===== config.mk =====
export PLATFORM = sky130hd
export DESIGN_NAME = tone_generator
export DESIGN_NICKNAME = d
export VERILOG_FILES = /design/src/rtl/tone_generator_pkg.sv /design/src/rtl/tone_generator.sv
export SDC_FILE = /design/constraint.sdc
export NUM_CORES = 1
export LEC_CHECK = 0
export CAP_MARGIN = 10
export CELL_PAD_IN_SITES_DETAIL_PLACEMENT = 1
export CELL_PAD_IN_SITES_GLOBAL_PLACEMENT = 2
export CORE_UTILIZATION = 30
export CTS_CLUSTER_SIZE = 25
export DETAILED_ROUTE_END_ITERATION = 10
export PLACE_DENSITY = 0.69
export SKIP_LAST_GASP = 1
export SLEW_MARGIN = 25
export SYNTH_ARGS = -nofsm -noshare
export SYNTH_HDL_FRONTEND = slang
export SYNTH_SLANG_ARGS = --single-unit

===== constraint.sdc =====
create_clock -name clk -period 6.91 [get_ports clk]
set_clock_uncertainty 0.05 [all_clocks]
set_input_delay 1.382 -clock clk [delete_from_list [all_inputs] [get_ports clk]]
set_output_delay 1.382 -clock clk [all_outputs]
set_load 0.005 [all_outputs]

===== src/rtl/tone_generator_pkg.sv =====
// Shared audio constants for the tone generator and its neighbours.
package tone_generator_pkg;

    localparam int unsigned CLK_HZ_DEFAULT        = 125_000_000;
    localparam int unsigned FREQ_W                = 24;
    localparam int unsigned ACC_W_DEFAULT         = 32;
    localparam int unsigned LOW_DUTY_BITS_DEFAULT = 3;

endpackage


===== src/rtl/tone_generator.sv =====
// Square-wave tone source for the PWM audio output.
// A fractional (Bresenham) accumulator toggles the wave 2*freq times per
// second, giving an exact long-term frequency of freq Hz with no divider.
// Low volume gates the high phase with a 1/2^LOW_DUTY_BITS duty PWM.
//
// Ports:
//   clk             system clock, rising edge
//   rst             synchronous active-high reset
//   output_enable   1 = tone active, 0 = output low and generator cleared
//   freq            tone frequency in Hz (0 = silence)
//   volume          1 = full amplitude, 0 = PWM-gated high phase
//   square_wave_out registered 1-bit audio output
module tone_generator
    import tone_generator_pkg::*;
#(
    parameter int unsigned CLK_HZ        = CLK_HZ_DEFAULT,
    parameter int unsigned ACC_W         = ACC_W_DEFAULT,
    parameter int unsigned LOW_DUTY_BITS = LOW_DUTY_BITS_DEFAULT
) (
    input  logic              clk,
    input  logic              rst,
    input  logic              output_enable,
    input  logic [FREQ_W-1:0] freq,
    input  logic              volume,
    output logic              square_wave_out
);

    logic [ACC_W-1:0]         r_acc;
    logic                     r_wave;
    logic [LOW_DUTY_BITS-1:0] r_pwm_cnt;

    logic                     w_active;
    logic [ACC_W-1:0]         w_sum;
    logic                     w_wrap;
    logic                     w_gate;

    // Increment is 2*freq so the wave toggles twice per output period.
    always_comb begin
        w_active = output_enable & (freq != '0);
        w_sum    = r_acc + ACC_W'({freq, 1'b0});
        w_wrap   = (w_sum >= ACC_W'(CLK_HZ));
        w_gate   = volume | (r_pwm_cnt == '0);
    end

    // Accumulator, wave phase, free-running PWM counter and output register.
    always_ff @(posedge clk) begin
        if (rst) begin
            r_acc           <= '0;
            r_wave          <= 1'b0;
            r_pwm_cnt       <= '0;
            square_wave_out <= 1'b0;
        end else begin
            r_pwm_cnt <= r_pwm_cnt + LOW_DUTY_BITS'(1);
            if (w_active) begin
                // 2*freq < CLK_HZ, so a single subtraction keeps acc < CLK_HZ.
                r_acc <= w_wrap ? (w_sum - ACC_W'(CLK_HZ)) : w_sum;
                if (w_wrap) begin
                    r_wave <= ~r_wave;
                end
                square_wave_out <= r_wave & w_gate;
            end else begin
                r_acc           <= '0;
                r_wave          <= 1'b0;
                square_wave_out <= 1'b0;
            end
        end
    end

endmodule


==> results of run 1 <==
sequential cells by signal, indices dropped and copies added (netlist names):
name             cells
r_wave               1
r_pwm_cnt            3
square_wave_out      1
r_acc               31
critical path, stage by stage:
cell and delay [ns]:
clkdlybuf4s50_1 0.44, ha_1 0.41, a21oi_2 0.39, o21bai_1 0.10
a21o_1 0.21, a21oi_1 0.29, nor3_1 0.07, a2111oi_0 0.75
o211ai_1 0.36, nor4_4 0.77, buf_4 0.29, a21oi_1 0.07
o21ai_0 0.31
where the power goes:
group	switching [mW]	leakage (nW)	internal [mW]
clock network	0.101	0.0760	0.152
logic	0.882	1.34	0.552
registers	0.0410	0.295	0.267
total	1.02	1.71	0.971
cells by family after synthesis:
family                     Yosys count  share of synthesized area [%]
AOI/OAI and AO/OA                  160                          30.00
xor gates and xnor gates            32                          7.573
adders and majority gates           28                          9.417
buffers and inverters               36                          4.445
DFF                                 36                          18.97
muxes                               20                          5.334
and+or+nand+nor                    181                          24.27
cell usage in the layout (no fill, tap or decap), drive strengths merged, types with 9 or more instances in the layout:
| cell | count |
|---|---|
| nor2 | 26 |
| nor4 | 9 |
| xnor2 | 14 |
| nor3 | 15 |
| clkdlybuf4s50 | 28 |
| and2 | 9 |
| ha | 27 |
| nand2 | 66 |
| a21oi | 47 |
| mux2i | 18 |
| xor2 | 18 |
| o21ai | 30 |
| or2 | 10 |
| dfxtp | 36 |
| nand3 | 10 |
| a21o | 13 |
| inv | 10 |
cell type report:
cell class	count	area, um2
Fill cell	1492	7812
Inverter	10	37.54
Timing Repair Buffer	33	317.8
Sequential cell	36	720.7
Clock buffer	7	152.6
Multi-Input combinational cell	421	2910
Tap cell	168	210.2
how the worst max path moves through the flow:
stage	start	endpoint	slack, ns	cells after the start
after detailed placement	freq[0]	r_acc[22]$_SDFF_PP0_	0.92	13
after CTS	freq[0]	r_acc[22]$_SDFF_PP0_	1.20	13
final	freq[20]	r_acc[16]$_SDFF_PP0_	1.17	13
after global routing	freq[0]	r_acc[22]$_SDFF_PP0_	0.81	13
after global placement	freq[20]	r_acc[16]$_SDFF_PP0_	0.97	13
after floorplan	freq[4]	r_acc[22]$_SDFF_PP0_	2.18	11
through the flow:
| step | util, % | hold WS (ns) | instances |
|---|---|---|---|
| 6_report | 35.76 | 0.3990 | 675 |
| 5_1_grt | 35.76 | 0.4251 | 675 |
| 4_1_cts | 35.76 | 0.4029 | 675 |
| 3_5_place_dp | 34.51 | 0.3892 | 668 |
| 3_3_place_gp | 34.51 | 0.3796 | 668 |
| 2_1_floorplan | - | 0.3654 | 493 |
per-layer routing:
| layer | track usage (%) | part of all wire [%] |
|---|---|---|
| met5 | 0 | 0 |
| met4 | 4.762 | 1.3 |
| met3 | 2.806 | 3.3 |
| met2 | 34.63 | 45 |
| met1 | 28.70 | 50 |
==> metrics list, run 1 <==
- Of the available clock period, the critical path in the final layout requires 83.02%.
- Number of max-slew violations in the final report: 0
- For this run the aggregate overflow at the end of global routing stands at 0.
- Counting the buffers created by CTS gives 5.
- Max-slew headroom at the worst pin: 44.14%
- After synthesis the cells add up to 3800 um2.
- Synth top cells by count: 65 x nand2_1, 46 x a21oi_1, 36 x dfxtp_1
* Depth of the CTS H-tree: 2
- Summed over all failing endpoints, the final setup total negative slack is 0 ns.
- Top_reg_cell synth: dfxtp_1
* Number of violations reported at the end of detailed-routing iteration 0: 188
- Proportion of synthesized chip area in sequential cells: 18.97%
- Data on the critical path is required at its endpoint by 7.04 ns.
* Clk sinks: 36
* Synthesized area per cell: 7.708 um2
- The detailed router placed 3763 vias in this run.
- Setup violations remaining at the end of the flow were counted as 0.
* Most frequent cell after synthesis: nand2_1
* Worst vdd rail ir drop: 0.1640 mV
- Reg2reg end: r_acc[22]$_SDFF_PP0_
- The count of nets left with antenna violations once routing finished came out at 0.
- Core Area: 12160 um2
- Via count of the first global-routing pass: 3863
- TritonCTS built the clock tree.
- DP HPWL: 10520 um
* Height of the die: 114.5 um
* First-pass GRT wire length: 21040 um
- Mapped Nets: 549
- Non-Filler Cell Area, Final: 4349 um2
* Upper clock frequency limit: 174.3 MHz
- The initial antenna violation count was 0.
- The number of gates resized after CTS was 0.
- Synthesis produced a netlist whose cell count is 493.
- CTS max path bufs: 2
* Fraction of post-synthesis cell area in the top cell type by area: 18.97%
- Warning count from the yosys run: 0
- Input and output buffers added on the ports amount to 28.
- In the final routed layout, each cell accounts on average for 19.23 um.
- In this run the power density over the cells is 458.6 nW/um2.
* Final WS setup: 1.173 ns
- Setup repair after global routing missed its margin: false
- Clock slew at the register clock pins of the worst setup and hold paths: 0.06 ns
- Timing analysis after detailed placement gives a worst setup slack of 0.9178 ns.
- Startpoint Class: input port
- Global routing used 20.91% of the available tracks across all layers.
* 1st-pass router iterations: 4
- In the final layout, the share of cells above drive strength 1 is 8.284%.
* Drt drc: 0
- Final number of hold-violating endpoints: 0
- Largest net degree at the start of global routing: 25
- Yosys mapped a number of flops with a built-in enable equal to 0.
* Die area: 13120 um2
- Measured in cells, the most critical reg-to-reg path has a length of 12.
- Number of standard-cell rows in the floorplan: 40
- In this run the post-CTS setup repair buffer count came out at 0.
* Instance count along the most critical hold path: 1
- The area growth from synthesis to layout is 14.46%.
* Clock tree root driver cell: clkbuf_16
- Leakage power summed over all cells: 1.706 nW
* Classification of the worst-slack hold path: reg2reg
- Starting density of the core: 31.24%
- Reg-to-reg critical path startpoint: r_acc[1]$_SDFF_PP0_
- STA puts the critical path data arrival time at 5.86 ns.
* Ratio of routed vias to standard cells: 5.575
* Run status: finished, final reports clean
- The repair_antennas step left the layout with diodes totalling 0.
* Distinct cell type count of the synthesized netlist: 78
- Once placement finished, the instance area stood at 4197 um2.
* Worst Tran Pin Value: 0.8167 ns
- Hold Path Sink: r_pwm_cnt[0]$_SDFF_PP0_
- CP endpoint kind: flip-flop
- Chip width: 114.5 um
* Startpoint of the lowest-slack hold path: r_pwm_cnt[0]$_SDFF_PP0_
* Clock period minus final worst setup slack: 5.737 ns
- After synthesis the netlist holds a flip-flop and latch count of 36.
- Wire length after detailed routing: 12980 um
* Total power: 1.994 mW
- For the worst-skew pair, the clock arrives at the later sink with an insertion delay of 0.29 ns.
* Asr flop ratio synth: 0%
* Net total in the final layout: 563
* Largest fanout of any net on the critical path: 11
* Ports placed on the boundary: 29
* Number of buffers added to fix hold violations after cts: 0
- Summed over all instances, the cell type with the most area after synthesis is dfxtp_1.
- By area the synthesized netlist is led by dfxtp_1 19%, ha_1 8.9%, nand2_1 6.4%, a21oi_1 6.1%, mux2i_1 4.7%.
* Flop2flop setup slack: 2.44 ns
- Max-cap violations in this run came to 0.
- Crit Path Class: in2reg
- The congestion estimate from routability-driven global placement came to 0.8382.
No activity file was read; power rests on OpenSTA's default activity.
==> run 2, diff against run 1 <==
Clock period 6.91 ns to 5.5 ns, I/O delays scaled along.
==> run 2 against run 1 <==
  * Sequential power grew 24%
  * Via count grew 0.72%
  * Total power grew 31%
  * First-iteration DRC count grew 16%
  * Combinational power grew 32%
  * Critical path depth is the same
  * Utilization grew 1.1 points
  * Cell area grew 3.1%
  * Highest routed layer unchanged
  * Worst setup slack lost 0.88 ns
  * Clock power grew 37%
==> metrics list, run 2 (synthesized netlist as in run 1, its figures left out) <==
- The slack of the worst reg-to-reg path was 1.28 ns (-1.16 ns).
* 1st-pass router iterations: 4 (unchanged)
* Highest-count cells in the layout ignoring fill and taps: 65 x nand2_1, 46 x a21oi_1, 36 x dfxtp_1
* Placed Cells: 684 (+2.4%)
- The maximum resistive drop on vdd was 0.1880 mV (+15%).
* Run status: finished, final reports clean
- The layout cell share with drive strength beyond 1 was 11.26% (+3.0 points).
* Height of the die: 114.5 um (unchanged)
- After layout, the worst path uses 94.59% of the clock period.
- The first-pass GRT wire length is 20770 um (-1.3%).
- Setup Fix Bufs, Post-CTS: 0 (unchanged)
- Classification of the worst-slack hold path: reg2reg
- The worst slack after detailed placement came to -0.03529 ns (-0.9531 ns).
- STA classifies the critical path endpoint as a flip-flop.
- The instance count along the most critical hold path was 1 (unchanged).
- Power Dens Cells: 584.1 nW/um2 (+27%)
* Buf+Inv Stages, Crit Path: 1 (-1)
- The highest fanout seen on the critical path was 9 (-2).
* Logic depth of the worst register-to-register path: 12 (unchanged)
* Wire length on met2: 6024 um (+2.9%)
- The number of top-level pins came to 29 (unchanged).
- Clk sinks: 36 (unchanged)
* Depth of the CTS H-tree: 2 (unchanged)
* Startpoint of the lowest-slack hold path: r_pwm_cnt[0]$_SDFF_PP0_
- DP HPWL: 10630 um (+1.0%)
- The die span in x was 114.5 um (unchanged).
- Placer Congestion: 0.8000 (-4.6%)
* Number of violations reported at the end of detailed-routing iteration 0: 219 (+16%)
* Net total in the final layout: 579 (+2.8%)
- The number of DRC violations after detailed routing came to 0 (unchanged).
* Number of buffers added to fix hold violations after cts: 0 (unchanged)
- The setup violation total in the final timing report came to 0 (unchanged).
- The number of buffers between clock root and the deepest sink came to 2 (unchanged).
* Filler Cells Inserted: 1492 (unchanged)
* Largest incremental delay on the critical path: 0.76 ns (about the same)
* Clock latency at the later pin of the worst-skew pair: 0.30 ns (about the same)
- Total of buffers placed on input and output ports: 28 (unchanged)
- The worst path setup slack after routing came to 0.2978 ns (-0.8755 ns).
- The leakage dissipation came to 1.787 nW (+4.7%).
* Number of violations of the max-capacitance limit: 0 (unchanged)
* Upper clock frequency limit: 192.2 MHz
* Util after Layout: 36.87% (+1.1 points)
- The cell family contributing the most delay on the critical path is compound AO/OA/AOI/OAI gates.
- Worst path cell trace: clkdlybuf4s50_1 -> ha_1 -> fa_1 -> a21o_1 -> a221oi_2 -> o211a_1 -> o2111ai_1 -> nand4_1 -> nor3b_1 -> o211ai_1 -> or4_1 -> o21ai_1 -> mux2i_1
* Detail Route met3 WL: 552 um (+27%)
- TritonCTS built the clock tree.
* Via count: 3790 (+0.72%)
- The startpoint identified for the worst register-to-register timing path is r_acc[1]$_SDFF_PP0_.
* Wire length after detailed routing: 13010 um (+0.20%)
* Reg2reg end: r_acc[13]$_SDFF_PP0_
- Routed metal-1 wire length: 6133 um (-5.9%)
- Crit Path Class: in2reg
- The post-CTS clock slew at the launch and capture registers of the worst setup and hold paths came to 0.06 ns (about the same).
- The average wire per cell in the routed design came to 18.79 um (-2.3%).
* Number of standard cells in the layout, taps in and fillers out: 692 (+2.5%)
* Core Area: 12160 um2 (unchanged)
- Worst Tran Pin Value: 0.7986 ns (-0.01816 ns)
- The number of routed nets with antenna violations is 0 (unchanged).
* Registers with the highest flip-flop counts: r_acc (31), r_pwm_cnt (3)
- Ratio of routed vias to standard cells: 5.477 (-1.8%)
* Via count of the first global-routing pass: 3863 (unchanged)
- The number of antenna cells inserted was 0 (unchanged).
* Register bank with the most flops: r_acc
- Crit path required time: 5.64 ns (-1.40 ns)
- The starting density of the core is 31.24% (unchanged).
* Die area: 13120 um2 (unchanged)
- The signal arrival time at the worst endpoint was 5.35 ns (-0.51 ns).
- The number of max-slew violations in the final report came to 0 (unchanged).
- Max-slew headroom at the worst pin: 46.27% (+2.1 points)
* Setup repair after global routing missed its margin: false
- Clock tree root driver cell: clkbuf_16
- Uppermost layer routed: met4
* Crit path max-delay cell type: or4_1
- The worst setup path is launched from an input port.
- Hold Path Sink: r_pwm_cnt[0]$_SDFF_PP0_
- Max FFs per register: 31 (unchanged)
* Most common library cell in the layout ignoring fill and taps: nand2_1
- The pin count of the biggest net entering global routing was 25 (unchanged).
* Post-cts gate resize count: 0 (unchanged)
- Initial antenna violation count: 0 (unchanged)
- The clock period could shrink to 5.202 ns.
- Final number of hold-violating endpoints: 0 (unchanged)
* GR Overflow Total: 0 (unchanged)
- The total clock buffers created by CTS was 5 (unchanged).
- GRT Total Usage: 21.05% (+0.14 points)
- Smallest hold slack: 0.4226 ns (+0.02357 ns)
- The row count came to 40 (unchanged).
- Relative to the synthesized area, the layout overhead comes to 18.01%.
[run 2: layout make-up]
class	count	area, um2	share of cell area (%)
multi-input cells	421	2910	64.90
clock buffers	5	125.1	2.790
repair buffers	49	437.9	9.766
flip-flops and latches	36	720.7	16.07
clock inverters	3	42.54	0.9487
well taps	168	210.2	4.688
inverters	10	37.54	0.8371
[run 2: worst register-to-register path, stage by stage, from the launching register on]
cell       delay, ns
dfxtp_1         0.30
ha_1            0.20
fa_1            0.40
a21o_1          0.24
a221oi_2        0.38
o211a_1         0.27
o2111ai_1       0.26
nand4_1         0.35
nor3b_1         0.23
o211ai_1        0.13
or4_1           0.76
o21ai_1         0.25
mux2i_1         0.30
[run 2: per-layer routing]
layer	up-vias	global-route usage (%)
met5	-	0
met4	0	7.965
met3	16	3.653
met2	67	35.23
met1	1810	26.91
li1	1897	-
[run 2: metrics by stage]
stage / TNS (ns) / cell area [um2] / power [mW]
after detailed placement: -0.03529 / 4317 / 2.266
after global routing: 0 / 4484 / 2.832
final: 0 / 4484 / 2.619
after global placement: 0 / 4317 / 2.267
after CTS: 0 / 4484 / 2.634
after floorplan: 0 / 3800 / 1.755
[run 2: where the power goes]
part / leakage (nW) / internal (mW) / switching [mW] / total, mW
clock: 0.0798 / 0.213 / 0.133 / 0.346
combinational: 1.41 / 0.769 / 1.12 / 1.89
sequential: 0.295 / 0.335 / 0.0482 / 0.383
total: 1.79 / 1.32 / 1.30 / 2.62
[run 2: worst max path at each step]
stage          cells after the start  slack (ns)                    to  startpoint
2_1_floorplan                     11        1.05  r_acc[22]$_SDFF_PP0_     freq[4]
3_5_place_dp                      13       -0.04  r_acc[13]$_SDFF_PP0_     freq[0]
3_3_place_gp                      13        0.07  r_acc[13]$_SDFF_PP0_     freq[0]
6_report                          13        0.30  r_acc[13]$_SDFF_PP0_     freq[0]
5_1_grt                           13        0.03  r_acc[13]$_SDFF_PP0_     freq[0]
4_1_cts                           13        0.27  r_acc[13]$_SDFF_PP0_     freq[0]
==> run 3, diff against run 2 <==
Settings changed: CTS_BUF_LIST set to sky130_fd_sc_hd__clkbuf_16.
==> results of run 3 <==
No change in the layout: final DEF, timing and power equal those of run 2.
